`src/rtl/fifo_stream_driver_if.sv`:
```
// Handshake and byte-source bundle for fifo_stream_driver.
// The driver reads its byte stream through rd_addr/rd_data/file_len instead of a host file.
interface fifo_stream_driver_if #(
  parameter int unsigned WIDTH = 8
);
  logic             ready;
  logic             wr_en;
  logic [WIDTH-1:0] out;
  logic [31:0]      address;
  logic             done;
  logic             eof_seen;
  // Byte source: rd_data[8*i +: 8] is source byte rd_addr+i; bytes at or past file_len are invalid.
  logic [31:0]      file_len;
  logic [31:0]      rd_addr;
  logic [WIDTH-1:0] rd_data;

  modport master (
    input  ready, file_len, rd_data,
    output wr_en, out, address, done, eof_seen, rd_addr
  );

  modport slave (
    output ready, file_len, rd_data,
    input  wr_en, out, address, done, eof_seen, rd_addr
  );
endinterface

```
`src/rtl/fifo_stream_driver.sv`:
```
// Streams a byte source into a valid/ready sink one WIDTH-bit word per accepted beat,
// with byte-order selection, valid throttling, EOF stop/rewind and a sticky done flag.
module fifo_stream_driver #(
  parameter int unsigned WIDTH         = 8,
  parameter int unsigned RESET_TIME    = 10,
  parameter int unsigned END_ADDRESS   = 32'd2147483640,
  parameter bit          BIG_ENDIAN    = 1'b0,
  parameter int unsigned THROTTLE_MODE = 0,
  parameter int unsigned GAP_PERIOD    = 4,
  parameter int unsigned GAP_LEN       = 1,
  parameter int unsigned DUTY          = 128,
  parameter logic [15:0] LFSR_SEED     = 16'hACE1,
  parameter bit          EOF_MODE      = 1'b0
) (
  input logic                  clk,
  input logic                  reset,
  fifo_stream_driver_if.master bus
);

  localparam int unsigned NumBytes = WIDTH / 8;

  typedef enum logic [2:0] {StHold, StLoad, StPresent, StGap, StDone} state_e;

  state_e           state_q, state_d;
  logic [31:0]      rst_cnt_q, rst_cnt_d;
  logic [31:0]      pos_q, pos_d;
  logic [31:0]      address_q, address_d;
  logic [31:0]      beat_cnt_q, beat_cnt_d;
  logic [31:0]      gap_cnt_q, gap_cnt_d;
  logic [15:0]      lfsr_q, lfsr_d;
  logic [WIDTH-1:0] out_q, out_d;
  logic             eof_seen_q, eof_seen_d;

  logic             lfsr_fb, lfsr_hit;
  logic             eof_first, eof_pad, fetch_end;
  logic [31:0]      fetch_addr;
  logic [WIDTH-1:0] fetch_word;
  logic [7:0]       fetch_byte;
  logic             fetch_go, beat_acc;

  assign lfsr_fb  = lfsr_q[15] ^ lfsr_q[13] ^ lfsr_q[12] ^ lfsr_q[10];
  assign lfsr_hit = ({24'd0, lfsr_q[7:0]} < DUTY);

  // Word fetch: with rewind enabled an exhausted source is re-read from byte 0 in the same edge.
  always_comb begin
    eof_first  = (pos_q >= bus.file_len);
    fetch_addr = (eof_first && EOF_MODE) ? 32'd0 : pos_q;
    fetch_end  = eof_first && (!EOF_MODE || (bus.file_len == 32'd0));
    eof_pad    = 1'b0;
    fetch_word = '0;
    fetch_byte = 8'h00;
    for (int unsigned i = 0; i < NumBytes; i++) begin
      if (fetch_addr + i < bus.file_len) begin
        fetch_byte = bus.rd_data[8*i +: 8];
      end else begin
        fetch_byte = 8'h00;
        eof_pad    = 1'b1;
      end
      if (BIG_ENDIAN) begin
        fetch_word[WIDTH-8-8*i +: 8] = fetch_byte;
      end else begin
        fetch_word[8*i +: 8] = fetch_byte;
      end
    end
  end

  assign bus.rd_addr = fetch_addr;

  always_ff @(posedge clk or posedge reset) begin
    if (reset) begin
      state_q    <= StHold;
      rst_cnt_q  <= '0;
      pos_q      <= '0;
      address_q  <= '0;
      beat_cnt_q <= '0;
      gap_cnt_q  <= '0;
      lfsr_q     <= LFSR_SEED;
      out_q      <= '0;
      eof_seen_q <= 1'b0;
    end else begin
      state_q    <= state_d;
      rst_cnt_q  <= rst_cnt_d;
      pos_q      <= pos_d;
      address_q  <= address_d;
      beat_cnt_q <= beat_cnt_d;
      gap_cnt_q  <= gap_cnt_d;
      lfsr_q     <= lfsr_d;
      out_q      <= out_d;
      eof_seen_q <= eof_seen_d;
    end
  end

  always_comb begin
    state_d    = state_q;
    rst_cnt_d  = rst_cnt_q;
    pos_d      = pos_q;
    address_d  = address_q;
    beat_cnt_d = beat_cnt_q;
    gap_cnt_d  = gap_cnt_q;
    out_d      = out_q;
    eof_seen_d = eof_seen_q;
    lfsr_d     = (state_q == StHold) ? lfsr_q : {lfsr_q[14:0], lfsr_fb};
    fetch_go   = 1'b0;
    beat_acc   = 1'b0;

    unique case (state_q)
      StHold: begin
        if (rst_cnt_q == RESET_TIME) begin
          state_d = StLoad;
        end else begin
          rst_cnt_d = rst_cnt_q + 32'd1;
        end
      end
      StLoad: fetch_go = 1'b1;
      StPresent: begin
        if (bus.ready) begin
          address_d = address_q + 32'd1;
          if (address_q + 32'd1 == END_ADDRESS) begin
            state_d = StDone;
          end else begin
            fetch_go = 1'b1;
            beat_acc = 1'b1;
          end
        end
      end
      StGap: begin
        if (THROTTLE_MODE == 1) begin
          if (gap_cnt_q + 32'd1 >= GAP_LEN) begin
            state_d = StPresent;
          end else begin
            gap_cnt_d = gap_cnt_q + 32'd1;
          end
        end else if (THROTTLE_MODE != 2 || lfsr_hit) begin
          state_d = StPresent;
        end
      end
      default: ;
    endcase

    // A fetch also carries the throttle decision for the word it loads.
    if (fetch_go) begin
      if (eof_first || eof_pad) begin
        eof_seen_d = 1'b1;
      end
      if (fetch_end) begin
        state_d = StDone;
      end else begin
        out_d     = fetch_word;
        pos_d     = fetch_addr + NumBytes;
        gap_cnt_d = '0;
        state_d   = StPresent;
        if (THROTTLE_MODE == 1 && beat_acc) begin
          if (beat_cnt_q + 32'd1 >= GAP_PERIOD) begin
            beat_cnt_d = '0;
            state_d    = StGap;
          end else begin
            beat_cnt_d = beat_cnt_q + 32'd1;
          end
        end else if (THROTTLE_MODE == 2 && !lfsr_hit) begin
          state_d = StGap;
        end
      end
    end
  end

  always_comb begin
    bus.wr_en = 1'b0;
    bus.done  = 1'b0;
    unique case (state_q)
      StPresent: bus.wr_en = 1'b1;
      StDone:    bus.done  = 1'b1;
      default:   ;
    endcase
  end

  assign bus.out      = out_q;
  assign bus.address  = address_q;
  assign bus.eof_seen = eof_seen_q;

endmodule

```
`src/flat_wrapper.sv`:
```
// flat-port wrapper written by rule: the top's interface ports become plain ports
module fifo_stream_driver_flat 
#(
  parameter int unsigned WIDTH         = 8,
  parameter int unsigned RESET_TIME    = 10,
  parameter int unsigned END_ADDRESS   = 32'd2147483640,
  parameter bit          BIG_ENDIAN    = 1'b0,
  parameter int unsigned THROTTLE_MODE = 0,
  parameter int unsigned GAP_PERIOD    = 4,
  parameter int unsigned GAP_LEN       = 1,
  parameter int unsigned DUTY          = 128,
  parameter logic [15:0] LFSR_SEED     = 16'hACE1,
  parameter bit          EOF_MODE      = 1'b0
)
  (clk, reset, bus_ready, bus_file_len, bus_rd_data, bus_wr_en, bus_out, bus_address, bus_done, bus_eof_seen, bus_rd_addr);
  fifo_stream_driver_if #(.WIDTH(WIDTH)) bus_i ();
  input logic clk;
  input logic reset;
  input wire logic [$bits(bus_i.ready)-1:0] bus_ready;
  input wire logic [$bits(bus_i.file_len)-1:0] bus_file_len;
  input wire logic [$bits(bus_i.rd_data)-1:0] bus_rd_data;
  output wire logic [$bits(bus_i.wr_en)-1:0] bus_wr_en;
  output wire logic [$bits(bus_i.out)-1:0] bus_out;
  output wire logic [$bits(bus_i.address)-1:0] bus_address;
  output wire logic [$bits(bus_i.done)-1:0] bus_done;
  output wire logic [$bits(bus_i.eof_seen)-1:0] bus_eof_seen;
  output wire logic [$bits(bus_i.rd_addr)-1:0] bus_rd_addr;
  assign bus_i.ready = bus_ready;
  assign bus_i.file_len = bus_file_len;
  assign bus_i.rd_data = bus_rd_data;
  assign bus_wr_en = bus_i.wr_en;
  assign bus_out = bus_i.out;
  assign bus_address = bus_i.address;
  assign bus_done = bus_i.done;
  assign bus_eof_seen = bus_i.eof_seen;
  assign bus_rd_addr = bus_i.rd_addr;
  fifo_stream_driver #(.WIDTH(WIDTH), .RESET_TIME(RESET_TIME), .END_ADDRESS(END_ADDRESS), .BIG_ENDIAN(BIG_ENDIAN), .THROTTLE_MODE(THROTTLE_MODE), .GAP_PERIOD(GAP_PERIOD), .GAP_LEN(GAP_LEN), .DUTY(DUTY), .LFSR_SEED(LFSR_SEED), .EOF_MODE(EOF_MODE)) u_core (.clk(clk), .reset(reset), .bus(bus_i));
endmodule
```
`config.mk`:
```
export PLATFORM = sky130hd
export DESIGN_NAME = fifo_stream_driver_flat
export DESIGN_NICKNAME = d
export VERILOG_FILES = /design/src/rtl/fifo_stream_driver_if.sv /design/src/rtl/fifo_stream_driver.sv /design/src/flat_wrapper.sv
export SDC_FILE = /design/constraint.sdc
export NUM_CORES = 1
export LEC_CHECK = 0
export ABC_AREA = 1
export CORE_MARGIN = 2
export CORE_UTILIZATION = 50
export DETAILED_ROUTE_END_ITERATION = 10
export PLACE_DENSITY = 0.74
export SLEW_MARGIN = 20
export SYNTH_ARGS = -nofsm -noshare
export SYNTH_HDL_FRONTEND = slang
export SYNTH_SLANG_ARGS = --single-unit
```
`constraint.sdc`:
```
create_clock -name clk -period 5.2 [get_ports clk]
set_clock_uncertainty 0.15 [all_clocks]
set_input_delay 1.3 -clock clk [delete_from_list [all_inputs] [get_ports clk]]
set_output_delay 1.3 -clock clk [all_outputs]
set_load 0.01 [all_outputs]
```
==> Word level (Yosys, flattened, before mapping) <==
Index checks and enable logic that the tools add are counted.
W data, S select, Z words.
{ "op_classes": {"add_sub_neg": 3, "magnitude_cmp": 2, "n_eq_ne": 9, "n_mux": 13, "bitwise_logic": 2, "reduce_logical": 8} }
{ "ops": {"columns": ["op", "n"], "rows": [
  ["$add A32 B1 Y32 const B", 3],
  ["$eq A32 B31 Y1 const B", 1],
  ["$eq A32 B4 Y1 const B", 1],
  ["$ge A32 B32 Y1", 1],
  ["$lt A32 B32 Y1", 1],
  ["$mux W3", 5],
  ["$pmux W3 S3", 1],
  ["$mux W8", 1],
  ["$reduce_and A2 Y1", 4],
  ["$eq A3 B2 Y1 const B", 2],
  ["$ne A3 B2 Y1 const B", 2],
  ["$mux W1", 5],
  ["$reduce_and A4 Y1", 1],
  ["$reduce_bool A4 Y1", 1],
  ["$eq A3 B1 Y1 const B", 1],
  ["$eq A3 B3 Y1 const B", 1],
  ["$logic_not A3 Y1", 1],
  ["$ne A3 B1 Y1 const B", 1],
  ["$not A1 Y1", 2],
  ["$pmux W1 S2", 1],
  ["$logic_or A1 B1 Y1", 1]
]} }
{ "totals": {"register_bits": 108, "inputBits": 43, "output_inout_bits": 75, "wordCells": 43} }

==> Depth between registers and ports, before layout <==
Gate-level depths: netlist (run 1).
{ "depth": {"word_depth": 7, "depth_mapped": 19, "mapped_depth_nobuf": 19} }

==> Worst setup path before layout (run 1) <==
Ideal clock, no wire load.
{ "synth_path": {"path_kind": "input to register", "from": "input port bus_file_len[31]", "to": "register u_core.pos_q[15], in the netlist u_core.bus.rd_addr[15]", "setup_time_ps": 127, "arrival_ps": 2866, "required_ps": 4923, "path_slack_ps": 2056, "cell_stages": 11, "n_path_buf": 1, "path_cell_list": "inv_1 -> ha_1 -> nand2_1 -> nor4_1 -> nor4b_1 -> nand2_1 -> nand3_1 -> inv_1 -> nand2_4 -> buf_6 -> o21ai_0"} }
{ "synth_via": {"elab_chain_len": 3} }
{ "synth_lines": {"columns": ["element", "line_no", "source"], "rows": [
  ["start, declared", "flat_wrapper.sv:20", "input wire logic [$bits(bus_i.file_len)-1:0] bus_file_len;"],
  ["$ge A32 B32 Y1", "fifo_stream_driver.sv:46", "eof_first = (pos_q >= bus.file_len);"],
  ["$not A1 Y1 (no line)", null, null],
  ["$reduce_and A2 Y1 (no line)", null, null],
  ["end signal, assigned", "fifo_stream_driver.sv:83", "pos_q <= pos_d;"],
  ["end, declared", "fifo_stream_driver.sv:26", "logic [31:0] pos_q, pos_d;"]
]} }
No other way between the ends.
A chain may end at the register's enable or synchronous reset.

==> Worst setup path after layout (run 1) <==
{ "layout_path": {"from": "input port bus_file_len[31]", "to": "register u_core.pos_q[31], in the netlist u_core.bus.rd_addr[31]"} }
Same word-level chain as after synthesis.

==> impl_metrics.py, run 1 <==
metrics = {
    "global_routing": {
        "grt_first_pass_wirelength_microns": 31800,
        "first_global_vias": 6529,
        "grt_overflow_total": 0,
        "antenna_found_initial": 0,
        "grt_util_all_layers": 0.244,
        "grt_max_degree": 74,
    },
    "final_layout": {
        "final_common_cell": "nand2_1",
        "layout_common_cells": "nand2_1 (384), nor2_1 (124), clkdlybuf4s50_1 (117)",
        "diodes": 0,
        "syn2layout_area_growth_pct": 22.4,
        "drive_above_1_share": 0.0337,
        "layout.nets": 1262,
    },
    "route": {
        "dr_total_vias": 7059,
        "ant_nets": 0,
        "drt_iter0_drc": 484,
        "wl_per_cell_microns": 13.8,
        "first_pass_iters": 6,
        "via_per_inst": 5.15,
        "wirelength_microns": 18900,
        "post-route-drc-count": 0,
    },
    "timing": {
        "worst_pin_slew_ps": 928,
        "relSlewSlack": 0.381,
        "setup_ws_ps": 1100,
        "fin_crit_ps": 4100,
        "rsz0062_at_grt": "false",
        "hold_slack_ps": 346,
        "fin_setup_tns_ps": 0,
        "slew_violations": 0,
        "fin_crit_sh": 0.789,
        "max_freq_ghz": 0.244,
        "finalSetupViolations": 0,
        "finalHoldViolations": 0,
    },
    "placed_design": {
        "hpwl_microns": 14500,
        "dp_slack_ps": 744,
        "gp_congestion": 0.904,
        "io_buffers": 117,
    },
    "die": {
        "die_y_microns": 126,
        "core_sq_um": 14500,
        "ios": 118,
        "rows": 44,
        "die_w_microns": 126,
        "die_area_sq_um": 15800,
        "initial_core_util": 0.511,
    },
    "cts": {
        "cts_buffer_depth": 2,
        "cts_hold_buffers": 0,
        "root_buffer": "clkbuf_16",
        "clkSinkCount": 108,
        "cts-htree-levels": 3,
        "cts_tree": "built",
        "post_cts_resize_count": 0,
        "clkSlewWorstSetupHoldPaths_ps": 80,
        "post_cts.repair.setup_buffers": 0,
        "cts_made_buffers": 9,
        "clock_latency_ps": 360,
    },
    "synthesis": {
        "synthCells": 1067,
        "syn-cell-area_sq_um": 7420,
        "ys_seq_elements": 108,
        "synth-xor-area-share": 0.0789,
        "synth_top_family_by_area": "simple AND/OR/NAND/NOR gates",
        "synthAdderAreaFrac": 0.0624,
        "synthMuxAreaShare": 0,
        "ys_types": 36,
        "synth-async-reset-ratio": 1.00,
        "ys.flop_type": "dfrtp_1",
        "synth-compound-area-share": 0.0526,
        "syn_avg_cell_area_sq_um": 6.96,
        "seq_area_frac_synth": 0.364,
        "syn_nets": 1147,
        "synth_warnings": 0,
        "synth-simple-area-share": 0.369,
        "synth_edf_count": 0,
    },
    "worst_setup_path": {
        "critPathMaxFanout": 40,
        "worstRegToRegCells": 10,
        "startpoint_type": "input port",
        "end_kind": "flip-flop",
        "arrival_ps": 4250,
        "crit_type": "input port to flip-flop",
        "crit_required_ps": 5350,
    },
    "pwr": {
        "leakage_nw": 4.39,
        "power_density_nw_per_um2": 198,
        "vdd_drop_max_mv": 0.160,
    },
    "status": {
        "status": "finished clean",
    },
    "worst_hold_path": {
        "min_path_type": "flip-flop to flip-flop",
        "worstHoldPathCells": 2,
    },
    "flow_run": {
        "drv_cap": 0,
    },
}
[stage by stage]
step	instance area [sq um]	power, W	util	instances
floorplan	7420	0.000971	-	1067
global route	9090	0.00187	0.625	1371
CTS	9090	0.00181	0.625	1371
global placement	8760	0.00106	0.603	1355
finish	9090	0.00180	0.625	1371
detailed placement	8760	0.00106	0.603	1355
[final timing paths]
path	slack, ps	to	startpoint
setup / recovery	1100	u_core.bus.rd_addr[31]	bus_file_len[31]
hold / removal	350	u_core.bus.out[2]	u_core.bus.out[2]
setup reg to reg	2030	u_core.bus.rd_addr[31]	u_core.bus.rd_addr[31]
hold reg to reg	350	u_core.bus.out[2]	u_core.bus.out[2]
max in group asynchronous	2720	u_core.bus.out[6]	reset
min in group asynchronous	1330	u_core.bus.rd_addr[10]	reset
[cells in the mapped netlist (2+ instances only)]
cell type    n  area, sq um
nand2_1    384         1440
nor2_1     124          465
inv_1      116          435
dfrtp_1    108         2700
nand3_1     44          220
o21ai_0     43          215
xor2_1      38          333
ha_1        37          463
nand4_1     28          175
xnor2_1     27          236
nor3_1      21          105
nor4_1      20          125
a21oi_1     16         80.1
o21ai_1      8         40.0
clkbuf_1     7         26.3
buf_2        5         25.0
nand2_2      5         31.3
buf_6        4         45.0
nor2_2       4         25.0
nor2_4       4         45.0
and3_1       3         18.8
nor4b_1      3         26.3
and2_1       2         12.5
nor3b_1      2         15.0
o21a_1       2         15.0
o21bai_1     2         15.0
[cells by family (layout without fill, tap and decap cells)]
logic type / count (synthesis) / after routing
AND/OR/NAND/NOR: 648 / 648
AO/OA/AOI/OAI: 74 / 74
buffers and inverters: 134 / 254
flip-flops: 108 / 108
adder cells (fa/ha/maj): 37 / 37
XOR/XNOR: 66 / 66
[where the power goes]
group / total (W) / internal [W] / leakage, nW / switching (W)
clock: 0.000759 / 0.000425 / 0.156 / 0.000333
combinational: 0.000165 / 0.0000824 / 2.85 / 0.0000823
sequential: 0.000878 / 0.000854 / 1.38 / 0.0000236
total: 0.00180 / 0.00136 / 4.39 / 0.000439
[layer usage]
layer,vias to the layer above,share of wire,GRT usage
met3,25,0.046,0.0331
met4,0,0.019,0.0743
li1,3631,-,-
met2,183,0.45,0.382
met5,-,0,0
met1,3220,0.48,0.355
[registers in the layout (all words and copies together), names as in the netlist]
signal	cells
u_core.bus.out	8
u_core.rst_cnt_q	32
u_core.bus.rd_addr	32
u_core.state_q	3
u_core.bus.eof_seen	1
u_core.bus.address	32
[layout make-up]
cell class	count	area, sq um
well taps	184	230
fillers	1299	5450
clock buffers	9	225
clock inverters	7	98.8
repair buffers	121	1200
flip-flops and latches	108	2700
inverters	117	442
multi-input cells	825	4190
[critical path, cell delays in order]
cell and delay, ps:
clkdlybuf4s50_1 450, inv_1 40, ha_1 280, nand2_1 100, nor4_1 480, nor4b_1 570
nand2_1 100, nand3_1 240, inv_1 110, nand2_4 360, nand2_1 120, nand2_1 90
Power figures use the tool's default switching activity.
==> inputs of run 2 (changes only) <==
- PLACE_DENSITY: 0.74 -> 0.77
- clock period: 5.2 -> 3.7 ns (I/O delays scaled with it)
==> impl_metrics.py, run 2 (synthesized netlist as in run 1, its figures left out) <==
metrics = {
    "placed_design": {
        "placedInstanceArea_sq_um": 8860,
        "io_buffers": 117,
        "hpwl_microns": 15000,
        "gp_congestion": 0.928,
    },
    "die": {
        "core_sq_um": 14500,
        "die_w_microns": 126,
        "die_y_microns": 126,
        "ios": 118,
        "initial_core_util": 0.511,
        "rows": 44,
        "die_area_sq_um": 15800,
    },
    "cts": {
        "clkSinkCount": 108,
        "cts-htree-levels": 3,
        "root_buffer": "clkbuf_16",
        "cts_hold_buffers": 0,
        "clkSlewWorstSetupHoldPaths_ps": 70,
        "post_cts_resize_count": 0,
        "post_cts.repair.setup_buffers": 0,
        "clock_latency_ps": 360,
        "cts_made_buffers": 9,
        "cts_tree": "built",
        "cts_buffer_depth": 2,
    },
    "pwr": {
        "vdd_drop_max_mv": 0.244,
        "power_density_nw_per_um2": 275,
        "swShare": 0.238,
        "pwr-share-clk": 0.418,
        "sequentialPowerShare": 0.489,
        "netSwitchingPower_w": 0.000602,
        "cellInternalPower_w": 0.00192,
        "leakage_nw": 4.44,
        "combinationalPowerShare": 0.093,
    },
    "global_routing": {
        "grt_util_all_layers": 0.251,
        "antenna_found_initial": 0,
        "grt_overflow_total": 0,
        "first_global_vias": 6800,
        "grt_first_pass_wirelength_microns": 32800,
        "grt_max_degree": 91,
    },
    "final_layout": {
        "post-route-util": 0.632,
        "diodes": 0,
        "final_common_cell": "nand2_1",
        "syn2layout_area_growth_pct": 23.8,
        "layout.nets": 1270,
        "layout_common_cells": "nand2_1 (384), nor2_1 (124), clkdlybuf4s50_1 (117)",
        "drive_above_1_share": 0.0385,
        "design_area_sq_um": 9190,
    },
    "timing": {
        "fin_crit_sh": 0.891,
        "rsz0062_at_grt": "false",
        "slew_violations": 0,
        "fin_crit_ps": 3300,
        "finalSetupViolations": 0,
        "fin_setup_tns_ps": 0,
        "relSlewSlack": 0.517,
        "worst_pin_slew_ps": 724,
        "max_freq_ghz": 0.303,
        "finalHoldViolations": 0,
    },
    "flow_run": {
        "drv_cap": 0,
    },
    "worst_setup_path": {
        "end_kind": "flip-flop",
        "critPathMaxFanout": 11,
        "reg2reg_slack_ps": 770,
        "crit_type": "input port to flip-flop",
        "startpoint_type": "input port",
        "arrival_ps": 3390,
        "crit_required_ps": 3790,
    },
    "route": {
        "wirelength_microns": 19500,
        "dr_total_vias": 7202,
        "via_per_inst": 5.22,
        "drt_iter0_drc": 609,
        "first_pass_iters": 5,
        "wl_per_cell_microns": 14.1,
        "post-route-drc-count": 0,
        "ant_nets": 0,
    },
    "worst_hold_path": {
        "min_path_type": "flip-flop to flip-flop",
    },
    "status": {
        "status": "finished clean",
    },
}
==> run 2: cell count changes in the layout (fill, tap and decap cells not counted), sizes merged <==
| cell | delta |
|---|---|
| buf | +8 |
| clkbuf | +5 |
| clkinv | -2 |
| inv | -2 |
| bufinv | -1 |
==> run 2: worst paths after layout <==
path	startpoint	cells past startpoint	end
hold reg to reg	u_core.bus.out[3]	2	u_core.bus.out[3]
setup reg to reg	u_core.bus.address[0]	17	u_core.bus.rd_addr[15]
max in group asynchronous	reset	3	u_core.rst_cnt_q[28]
hold / removal	u_core.bus.out[3]	2	u_core.bus.out[3]
setup / recovery	bus_file_len[31]	14	u_core.bus.rd_addr[15]
min in group asynchronous	reset	2	u_core.bus.address[22]
==> run 2: metal layers <==
layer  up-vias  routed length, microns  GRT usage
met5         -                       0          0
met4         0                     345     0.0718
met3        26                    1120     0.0365
met2       242                    8930      0.406
met1      3278                    9080      0.354
li1       3656                       -          -
==> run 2: layout make-up <==
| class | count | area, sq um |
|---|---|---|
| multi-input cells | 825 | 4190 |
| flip-flops and latches | 108 | 2700 |
| well taps | 184 | 230 |
| repair buffers | 129 | 1300 |
| inverters | 117 | 443 |
| clock inverters | 2 | 38.8 |
| fillers | 1343 | 5350 |
| clock buffers | 14 | 284 |
==> run 2: stage by stage <==
stage | hold slack (ps) | power, W | setup slack, ps | cells
after floorplan | 333 | 0.00136 | 931 | 1067
after global placement | 324 | 0.00149 | 124 | 1363
after detailed placement | 319 | 0.00149 | 56.4 | 1363
after CTS | 345 | 0.00254 | 420 | 1379
after global routing | 378 | 0.00262 | 199 | 1379
final | 349 | 0.00252 | 403 | 1379
==> run 2: power by group through the flow <==
stage	Combinational [W]	Sequential [W]	Clock [W]
3_3_place_gp	0.000231	0.00126	0
5_1_grt	0.000265	0.00124	0.00112
2_1_floorplan	0.000106	0.00126	0
4_1_cts	0.000238	0.00123	0.00107
6_report	0.000234	0.00123	0.00105
3_5_place_dp	0.000237	0.00126	0
==> run 2: worst max-delay path, stage by stage <==
cell	delay, ps
clkdlybuf4s50_1	450
inv_1	40
ha_1	280
nand2_1	90
nor4_1	320
buf_4	180
nor4b_1	240
buf_4	170
nand2_1	40
nand3_1	190
inv_1	100
nand2_4	110
buf_4	180
o21ai_0	80
==> inputs of run 3 (changes only) <==
- CORE_UTILIZATION: 50 -> 45
- PLACE_DENSITY: 0.77 -> 0.72
==> impl_metrics.py, run 3 (synthesized netlist as in run 1, its figures left out) <==
metrics = {
    "final_layout": {
        "design_area_sq_um": 9260,
        "layout.nets": 1270,
        "final_common_cell": "nand2_1",
        "fillCellCount": 1560,
        "drive_above_1_share": 0.0393,
        "syn2layout_area_growth_pct": 24.7,
        "diodes": 0,
        "layout_common_cells": "nand2_1 (384), nor2_1 (124), clkdlybuf4s50_1 (117)",
    },
    "worst_setup_path": {
        "end_kind": "flip-flop",
        "crit_required_ps": 3830,
        "crit_type": "input port to flip-flop",
        "startpoint_type": "input port",
        "critPathMaxFanout": 7,
        "arrival_ps": 3370,
    },
    "global_routing": {
        "grt_first_pass_wirelength_microns": 32400,
        "grt_overflow_total": 0,
        "antenna_found_initial": 0,
        "first_global_vias": 6573,
        "grt_max_degree": 59,
        "grt_util_all_layers": 0.225,
    },
    "die": {
        "core_sq_um": 16000,
        "die_area_sq_um": 17500,
        "rows": 46,
        "die_y_microns": 132,
        "initial_core_util": 0.464,
        "die_w_microns": 132,
        "ios": 118,
    },
    "route": {
        "first_pass_iters": 5,
        "ant_nets": 0,
        "drt_iter0_drc": 451,
        "wl_per_cell_microns": 13.8,
        "m1WireLength_microns": 9270,
        "met3_length_microns": 1060,
        "wl_met2_microns": 8820,
        "post-route-drc-count": 0,
        "via_per_inst": 5.07,
        "dr_total_vias": 7159,
        "wirelength_microns": 19400,
        "top_layer_used": "met4",
    },
    "timing": {
        "relSlewSlack": 0.494,
        "setup_ws_ps": 453,
        "finalSetupViolations": 0,
        "rsz0062_at_grt": "false",
        "finalHoldViolations": 0,
        "max_freq_ghz": 0.308,
        "slew_violations": 0,
        "fin_crit_sh": 0.878,
        "fin_crit_ps": 3250,
        "fin_setup_tns_ps": 0,
        "worst_pin_slew_ps": 757,
    },
    "placed_design": {
        "io_buffers": 117,
        "gp_congestion": 0.990,
        "hpwl_microns": 15100,
        "placedInstanceArea_sq_um": 8930,
        "dp_slack_ps": 102,
    },
    "cts": {
        "cts_made_buffers": 9,
        "post_cts.repair.setup_buffers": 0,
        "clkSlewWorstSetupHoldPaths_ps": 80,
        "cts-htree-levels": 3,
        "clock_latency_ps": 350,
        "cts_hold_buffers": 0,
        "cts_tree": "built",
        "cts_buffer_depth": 2,
        "clkSinkCount": 108,
        "root_buffer": "clkbuf_16",
        "post_cts_resize_count": 0,
    },
    "pwr": {
        "leakage_nw": 4.44,
        "power_density_nw_per_um2": 275,
        "vdd_drop_max_mv": 0.240,
    },
    "flow_run": {
        "drv_cap": 0,
    },
    "worst_hold_path": {
        "min_path_type": "flip-flop to flip-flop",
    },
    "status": {
        "status": "finished clean",
    },
}
-- run 3: cell types whose count changed in the layout (fill, tap and decap cells not counted), sizes merged --
cell | previous run | this run
clkbuf | 14 | 9
inv | 116 | 119
bufinv | 1 | 2
clkinvlp | 1 | 2
-- run 3: metrics by stage --
step,util,hold slack (ps),std cells,power [W]
after detailed placement,0.558,323,1395,0.00149
after global routing,0.579,362,1411,0.00266
after floorplan,-,333,1067,0.00136
after global placement,0.558,325,1395,0.00149
final,0.579,345,1411,0.00255
after CTS,0.579,350,1411,0.00258
-- run 3: critical path, cell delays in order --
cell and delay, ps:
clkdlybuf4s50_1 450, inv_1 40, ha_1 280, nand2_1 90, nor4_1 290, buf_4 170
nor4b_1 240, buf_4 170, nand2_1 40, nand3_1 180, inv_1 100, nand2_4 110
buf_4 150, nand2_1 50, o21ai_1 80
-- run 3: final cells by class --
class / instances / area [sq um] / share of cell area
Inverter: 117 / 443 / 0.0478
Timing Repair Buffer: 129 / 1320 / 0.143
Sequential cell: 108 / 2700 / 0.292
Multi-Input combinational cell: 825 / 4190 / 0.452
Clock buffer: 9 / 225 / 0.0243
Clock inverter: 7 / 105 / 0.0114
Tap cell: 216 / 270 / 0.0292
-- run 3: path summary, 6_finish.rpt --
kind / start / slack [ps] / endpoint / cells after the start
worst max-delay path: bus_file_len[31] / 450 / u_core.bus.rd_addr[6] / 15
worst max register to register: u_core.bus.address[0] / 830 / u_core.bus.rd_addr[6] / 18
worst min register to register: u_core.bus.out[5] / 340 / u_core.bus.out[5] / 2
min in group asynchronous: reset / 910 / u_core.bus.rd_addr[16] / 2
max in group asynchronous: reset / 1760 / u_core.rst_cnt_q[28] / 3
worst min-delay path: u_core.bus.out[5] / 340 / u_core.bus.out[5] / 2
-- run 3: power breakdown --
part	internal, W	total (W)	switching [W]	leakage [nW]
combinational	0.000118	0.000235	0.000117	2.91
clock	0.000606	0.00108	0.000473	0.159
sequential	0.00120	0.00123	0.0000327	1.38
-- run 3: per-layer routing --
| metal | vias to the layer above | GRT usage |
|---|---|---|
| met1 | 3289 | 0.327 |
| met4 | 0 | 0.0573 |
| met3 | 23 | 0.0337 |
| li1 | 3650 | - |
| met2 | 197 | 0.353 |
| met5 | - | 0 |
